**src/rtl/aes_req_arbiter_if.sv**
```systemverilog
// Bundle of requester, response and AES-core signals around aes_req_arbiter.
// slave = the arbiter's view; master = clients plus core as seen from outside.
interface aes_req_arbiter_if #(
   parameter int NUM_REQ = 4,
   parameter int ID_W    = 2
);
   logic [NUM_REQ-1:0]     req_valid;
   logic [NUM_REQ-1:0]     req_ready;
   logic [NUM_REQ*128-1:0] req_data;
   logic [NUM_REQ*128-1:0] req_key;
   logic                   rsp_valid;
   logic                   rsp_ready;
   logic [127:0]           rsp_data;
   logic [ID_W-1:0]        rsp_id;
   logic                   rsp_err;
   logic                   aes_start;
   logic [127:0]           aes_data;
   logic [127:0]           aes_key;
   logic                   aes_done;
   logic [127:0]           aes_out;

   modport master (
      output req_valid, req_data, req_key, rsp_ready, aes_done, aes_out,
      input  req_ready, rsp_valid, rsp_data, rsp_id, rsp_err, aes_start, aes_data, aes_key
   );

   modport slave (
      input  req_valid, req_data, req_key, rsp_ready, aes_done, aes_out,
      output req_ready, rsp_valid, rsp_data, rsp_id, rsp_err, aes_start, aes_data, aes_key
   );
endinterface

```
**src/rtl/aes_req_arbiter.sv**
```systemverilog
// Round-robin sharing of one AES-128 core among NUM_REQ requesters; one job in flight,
// with a WAIT-state watchdog that turns a silent core into an error response.
module aes_req_arbiter #(
   parameter int NUM_REQ = 4,
   parameter int ID_W    = 2,
   parameter int TIMEOUT = 64
) (
   input logic          clk,
   input logic          rst,
   aes_req_arbiter_if.slave bus
);
   localparam int CNT_W = $clog2(TIMEOUT);

   typedef enum logic [1:0] {IDLE, LAUNCH, WAIT, RESP} state_t;

   state_t             state_reg;
   logic [ID_W-1:0]    last_grant_reg;
   logic [ID_W-1:0]    rsp_id_reg;
   logic [CNT_W-1:0]   cnt_reg;
   logic               rsp_valid_reg;
   logic               rsp_err_reg;
   logic               aes_start_reg;
   logic [127:0]       rsp_data_reg;
   logic [127:0]       aes_data_reg;
   logic [127:0]       aes_key_reg;

   logic [127:0]       data_arr [NUM_REQ];
   logic [127:0]       key_arr  [NUM_REQ];
   logic [NUM_REQ-1:0] grant_onehot;
   logic [ID_W-1:0]    grant_idx;
   logic [ID_W-1:0]    cand_idx;
   logic               grant_any;

   function automatic int wrap_idx(input int v);
      return (v >= NUM_REQ) ? v - NUM_REQ : v;
   endfunction

   genvar gi;
   generate
      for (gi = 0; gi < NUM_REQ; gi++) begin : g_unpack
         assign data_arr[gi]     = bus.req_data[128*gi +: 128];
         assign key_arr[gi]      = bus.req_key[128*gi +: 128];
         assign grant_onehot[gi] = (grant_idx == ID_W'(gi));
      end
   endgenerate

   // Scan farthest-to-nearest from last_grant so the nearest valid requester overwrites.
   always_comb begin
      grant_any = 1'b0;
      grant_idx = '0;
      cand_idx  = '0;
      for (int k = NUM_REQ; k >= 1; k--) begin
         cand_idx = ID_W'(wrap_idx(int'(last_grant_reg) + k));
         if (bus.req_valid[cand_idx]) begin
            grant_any = 1'b1;
            grant_idx = cand_idx;
         end
      end
   end

   assign bus.req_ready = (state_reg == IDLE && grant_any) ? grant_onehot : '0;
   assign bus.rsp_valid = rsp_valid_reg;
   assign bus.rsp_data  = rsp_data_reg;
   assign bus.rsp_id    = rsp_id_reg;
   assign bus.rsp_err   = rsp_err_reg;
   assign bus.aes_start = aes_start_reg;
   assign bus.aes_data  = aes_data_reg;
   assign bus.aes_key   = aes_key_reg;

   always_ff @(posedge clk) begin
      if (rst) begin
         state_reg      <= IDLE;
         last_grant_reg <= ID_W'(NUM_REQ - 1);
         rsp_id_reg     <= '0;
         cnt_reg        <= '0;
         rsp_valid_reg  <= 1'b0;
         rsp_err_reg    <= 1'b0;
         aes_start_reg  <= 1'b0;
         rsp_data_reg   <= '0;
         aes_data_reg   <= '0;
         aes_key_reg    <= '0;
      end else begin
         case (state_reg)
            IDLE: begin
               if (grant_any) begin
                  aes_data_reg  <= data_arr[grant_idx];
                  aes_key_reg   <= key_arr[grant_idx];
                  rsp_id_reg    <= grant_idx;
                  aes_start_reg <= 1'b1;
                  state_reg     <= LAUNCH;
               end
            end
            LAUNCH: begin
               aes_start_reg <= 1'b0;
               cnt_reg       <= '0;
               state_reg     <= WAIT;
            end
            WAIT: begin
               // A done arriving on the watchdog's last cycle still delivers real data.
               if (bus.aes_done) begin
                  rsp_data_reg  <= bus.aes_out;
                  rsp_err_reg   <= 1'b0;
                  rsp_valid_reg <= 1'b1;
                  state_reg     <= RESP;
               end else if (cnt_reg == CNT_W'(TIMEOUT - 1)) begin
                  rsp_data_reg  <= '0;
                  rsp_err_reg   <= 1'b1;
                  rsp_valid_reg <= 1'b1;
                  state_reg     <= RESP;
               end else begin
                  cnt_reg <= cnt_reg + 1'b1;
               end
            end
            RESP: begin
               if (bus.rsp_ready) begin
                  rsp_valid_reg  <= 1'b0;
                  last_grant_reg <= rsp_id_reg;
                  state_reg      <= IDLE;
               end
            end
            default: state_reg <= IDLE;
         endcase
      end
   end
endmodule
```
**src/flat_wrapper.sv**
```systemverilog
// flat-port wrapper written by rule: the top's interface ports become plain ports
module aes_req_arbiter_flat 
#(
   parameter int NUM_REQ = 4,
   parameter int ID_W    = 2,
   parameter int TIMEOUT = 64
)
  (clk, rst, bus_req_valid, bus_req_data, bus_req_key, bus_rsp_ready, bus_aes_done, bus_aes_out, bus_req_ready, bus_rsp_valid, bus_rsp_data, bus_rsp_id, bus_rsp_err, bus_aes_start, bus_aes_data, bus_aes_key);
  aes_req_arbiter_if #(.NUM_REQ(NUM_REQ), .ID_W(ID_W)) bus_i ();
  input logic clk;
  input logic rst;
  input wire logic [$bits(bus_i.req_valid)-1:0] bus_req_valid;
  input wire logic [$bits(bus_i.req_data)-1:0] bus_req_data;
  input wire logic [$bits(bus_i.req_key)-1:0] bus_req_key;
  input wire logic [$bits(bus_i.rsp_ready)-1:0] bus_rsp_ready;
  input wire logic [$bits(bus_i.aes_done)-1:0] bus_aes_done;
  input wire logic [$bits(bus_i.aes_out)-1:0] bus_aes_out;
  output wire logic [$bits(bus_i.req_ready)-1:0] bus_req_ready;
  output wire logic [$bits(bus_i.rsp_valid)-1:0] bus_rsp_valid;
  output wire logic [$bits(bus_i.rsp_data)-1:0] bus_rsp_data;
  output wire logic [$bits(bus_i.rsp_id)-1:0] bus_rsp_id;
  output wire logic [$bits(bus_i.rsp_err)-1:0] bus_rsp_err;
  output wire logic [$bits(bus_i.aes_start)-1:0] bus_aes_start;
  output wire logic [$bits(bus_i.aes_data)-1:0] bus_aes_data;
  output wire logic [$bits(bus_i.aes_key)-1:0] bus_aes_key;
  assign bus_i.req_valid = bus_req_valid;
  assign bus_i.req_data = bus_req_data;
  assign bus_i.req_key = bus_req_key;
  assign bus_i.rsp_ready = bus_rsp_ready;
  assign bus_i.aes_done = bus_aes_done;
  assign bus_i.aes_out = bus_aes_out;
  assign bus_req_ready = bus_i.req_ready;
  assign bus_rsp_valid = bus_i.rsp_valid;
  assign bus_rsp_data = bus_i.rsp_data;
  assign bus_rsp_id = bus_i.rsp_id;
  assign bus_rsp_err = bus_i.rsp_err;
  assign bus_aes_start = bus_i.aes_start;
  assign bus_aes_data = bus_i.aes_data;
  assign bus_aes_key = bus_i.aes_key;
  aes_req_arbiter #(.NUM_REQ(NUM_REQ), .ID_W(ID_W), .TIMEOUT(TIMEOUT)) u_core (.clk(clk), .rst(rst), .bus(bus_i));
endmodule
```
**config.mk**
```make
export PLATFORM = sky130hd
export DESIGN_NAME = aes_req_arbiter_flat
export DESIGN_NICKNAME = d
export VERILOG_FILES = /design/src/rtl/aes_req_arbiter_if.sv /design/src/rtl/aes_req_arbiter.sv /design/src/flat_wrapper.sv
export SDC_FILE = /design/constraint.sdc
export NUM_CORES = 1
export LEC_CHECK = 0
export BUFFER_PORTS_ARGS = -buffer_cell sky130_fd_sc_hd__buf_2
export CAP_MARGIN = 20
export CORE_AREA = 5 5 606 608
export CTS_CLUSTER_DIAMETER = 60
export DETAILED_ROUTE_END_ITERATION = 8
export DIE_AREA = 0 0 611 613
export GPL_ROUTABILITY_DRIVEN = 0
export GPL_TIMING_DRIVEN = 0
export HOLD_SLACK_MARGIN = 0.06
export PLACE_DENSITY = 0.3
export SKIP_CTS_REPAIR_TIMING = 1
export SYNTH_ARGS = -nofsm -noshare
export SYNTH_HDL_FRONTEND = slang
export SYNTH_SLANG_ARGS = --single-unit
```
**constraint.sdc**
```tcl
create_clock -name clk -period 5.62 [get_ports clk]
set_input_delay 0.281 -clock clk [delete_from_list [all_inputs] [get_ports clk]]
set_output_delay 0.281 -clock clk [all_outputs]
set_load 0.05 [all_outputs]
```
==> summary.txt <==
Run status
  – Status: finished, final reports clean

Global route
  – Tot GR Track Use: 0.149
  – Grt ovf: 0
  – Initial antenna violation count: 300
  – Global-route wire length before repair: ~350000 um
  – Vias in the first global route: 25400
  – Largest net degree at the start of global routing: 14

Worst setup path
  – Worst Path Arrival: approximately 5.3 ns
  – CP Max Fanout: 13
  – Critical Path End Type: flip-flop
  – RR Startpoint: u_core.last_grant_reg[0]$_SDFFE_PP1P_
  – Crit Path Category: flip-flop to flip-flop
  – CP cell instances: nand2b_1 > a21oi_1 > a211oi_2 > buf_2 > buf_4 > clkbuf_4 > mux2i_2 > o221ai_1 > dlygate4sd3_1
  – R2R cell count: 9
  – Crit path required time: 6.29 ns
  – Critical R2R Capture: u_core.bus.aes_key[90]$_SDFFE_PP0P_
  – CP startpoint kind: flip-flop
  – R2R Setup Slk: around 1.0 ns
  – Slowest CP cell: mux2i_2
  – CP max stage delay: between 0.7 and 0.8 ns

Timing
  – Fin. max-slew vios: 0
  – Final Cycle Share: 0.818
  – Fin Clk Skew: about 0.076 ns
  – Relative slew slack: 0.0286
  – Fmax: approximately 220 MHz
  – Unrepaired setup endpoints after global routing: false
  – Final min period: ~4.6 ns
  – Final Hold Fails: 0
  – Final WS setup: a little over 1 ns
  – Setup violators final: 0
  – Worst-margin pin slew: approximately 1.4 ns

Placed design
  – Port Buffers: approximately 1600
  – DP Cell Count: roughly 8300
  – Hpwl dp: around 270000 um
  – Pre-CTS WS: roughly 1.1 ns

Cells and area
  – Share of cells above drive strength 1: 0.406
  – Final core utilization: 0.124
  – Fillers: ~42000
  – Fin nets: approximately 5600
  – Area Growth Syn to Fin: 133%
  – Non-Filler Instances: about 9400

Floorplanning
  – Chip height: 613 um
  – Top Ports: ~1600
  – Chip Width: a little over 600 um
  – Core Area: between 0.3 and 0.4 mm2
  – Starting Density: 0.0533
  – Die area: roughly 0.37 mm2
  – Core Rows: approximately 220

Synth
  – Most common cell in the netlist: mux2i_1
  – Mux cell area share after synthesis: 0.267
  – Compound-Gate Fraction of Synth Area: 0.177
  – Top-area cell type share of the netlist area: 0.415
  – XOR/XNOR Fraction of Synth Area: 0.000911
  – Top_reg_cell synth: dfxtp_1
  – Avg Cell Area, Syn: ~9.8 um2
  – Top cell type by total area after synthesis: dfxtp_1
  – Post-Synth Adder-Cell Area: 0.00325
  – Synthesized net count: around 3100
  – Synth warn: 0
  – Commonest cells post-synth: mux2i_1 (513), dfxtp_1 (399), nand2_1 (267)
  – Simple-gate share of the synthesized area: 0.0863
  – Largest family of logic cells by synthesized area: multiplexers
  – Number of enable flip-flop cells after synthesis: 0
  – Synthesized cell area: 0.0192 mm2
  – Synthesized instance count: about 2000
  – Area contributors post-synth: dfxtp_1 (42%), mux2i_1 (27%), o221ai_1 (12%), nand2_1 (5.2%), a22oi_1 (5.0%)
  – Seq/Total Area, Yosys: 0.415
  – Flops & latches, synth: approximately 400
  – Asr flop ratio synth: 0
  – Synth unique cells: 38

Power and ir drop
  – Overall Power: 18.4 mW
  – Sequential share of power: 0.230
  – Clk pwr share: 0.254
  – Pleak: between 20 and 25 nW
  – Pwr Density: 411 mW/mm2
  – Switching pwr: 8.99 mW
  – Switching part of the total power: 0.488
  – Maximum VDD drop: about 210 uV
  – Combinational power share: 0.516
  – Int Power: about 9.5 mW

Drt
  – DRC errors left: 0
  – DRT Wirelength: ~300000 um
  – Average wire per standard cell: about 32 um
  – Antenna-violating nets left: 0
  – Vias per inst: 3.10
  – Vias: just under 30000
  – Initial DRC count: roughly 1800
  – First-pass DRT Iterations: 5

Hold path
  – Worst Hold Class: input port to flip-flop
  – End of the worst hold path: u_core.bus.aes_key[116]$_SDFFE_PP0P_
  – WHS Path Cells: 3
  – Min-delay src: bus_req_key[500]

Clock network
  – Clock Root Buffer: clkbuf_16
  – Clk sink count: ~400
  – CTS tree: yes
  – Worst skew pair latency: 0.79 ns
  – Clock buffer depth: 4
  – CTS HTree Levels: 3
  – CTS buffer count: a little under 80
  – Clock-pin slew on the worst setup and hold paths: about 0.050 ns

Job
  – Max cap viols: 0
[final cells by class]
type,count,area (um2),area share
antenna,92,230,0.00513
clock inverter,32,295,0.00658
multi-input combinational,1362,10400,0.231
buffer,186,938,0.0209
sequential,399,7990,0.178
timing repair buffer,2446,16800,0.375
tap,4794,6000,0.134
inverter,7,26.3,0.000586
clock buffer,102,2180,0.0487
[metal layers]
layer | part of all wire | global-route usage | vias up | routed length [um]
li1 | - | - | 12600 | -
met4 | 0.040 | 0.0415 | 78 | 12000
met5 | 0.0017 | 0 | - | 507
met3 | 0.071 | 0.0458 | 679 | 21300
met1 | 0.37 | 0.162 | 14100 | 113000
met2 | 0.51 | 0.278 | 1734 | 155000
[cell usage in the layout, fill, tap and decap left out, types with 3 or more instances in the layout]
cell type,netlist,layout
clkbuf_2,0,4
mux2i_1,513,495
clkbuf_16,0,79
diode_2,0,92
buf_16,0,5
dlygate4sd3_1,0,856
ha_1,5,5
inv_1,7,7
nand2b_1,5,5
mux2i_2,0,18
dfxtp_1,399,399
a311oi_1,3,3
nand2_1,267,267
buf_1,3,3
buf_8,0,5
clkinv_4,0,4
nand3_1,4,4
clkinv_2,0,6
a211o_1,3,3
buf_4,29,37
a22oi_1,128,128
buf_2,56,1607
buf_6,0,21
nor2_1,140,140
nor3_1,3,3
a21oi_1,10,10
o221ai_1,256,256
clkinvlp_4,0,8
inv_6,0,10
and3_1,3,3
clkbuf_1,83,90
clkbuf_8,0,12
clkbuf_4,15,15
[critical path, delay by kind of cell, from the launching register on]
kind | cells | cell delay (ns)
multiplexers | 1 | 0.77
flip-flops | 1 | 0.38
AO/OA/AOI/OAI | 3 | 0.72
AND/OR/NAND/NOR | 1 | 0.16
buffers and inverters | 4 | 2.38
[power by group through the flow]
stage,Sequential (mW),Clock [mW],Combinational [mW]
3_3_place_gp,4.28,0,8.22
5_1_grt,4.32,4.96,9.93
3_5_place_dp,4.28,0,8.36
4_1_cts,4.24,4.90,8.38
6_report,4.25,4.69,9.51
2_1_floorplan,6.94,0,1.88
[worst max-delay path by stage]
stage	start	end	slack, ns
final	u_core.last_grant_reg[0]$_SDFFE_PP1P_	u_core.bus.aes_key[90]$_SDFFE_PP0P_	1.02
after global routing	u_core.last_grant_reg[0]$_SDFFE_PP1P_	u_core.bus.aes_key[90]$_SDFFE_PP0P_	0.77
after CTS	u_core.last_grant_reg[0]$_SDFFE_PP1P_	u_core.bus.aes_key[112]$_SDFFE_PP0P_	1.07
after detailed placement	bus_req_valid[3]	u_core.bus.aes_key[112]$_SDFFE_PP0P_	1.09
after global placement	bus_req_valid[1]	u_core.bus.aes_data[28]$_SDFFE_PP0P_	-0.19
after floorplan	u_core.last_grant_reg[0]$_SDFFE_PP1P_	bus_req_ready[1]	3.16
[cell families (layout without fill, tap and decap cells)]
logic type,Yosys count,after routing
flip-flops,399,399
buffers and inverters,193,2773
XOR/XNOR,2,2
AND/OR/NAND/NOR,429,429
AO/OA/AOI/OAI,413,413
multiplexers,513,513
other,0,92
adder cells (fa/ha/maj),5,5
[per-stage QoR]
step	TNS, ns	cell area [um2]	hold slack (ns)
after global placement	-1.59	33000	0.443
after CTS	0	36100	-0.371
after global routing	0	44700	0.0633
final	0	44900	0.0381
after detailed placement	0	33600	0.442
after floorplan	0	19200	0.444
(Power assumes the default switching activity.)
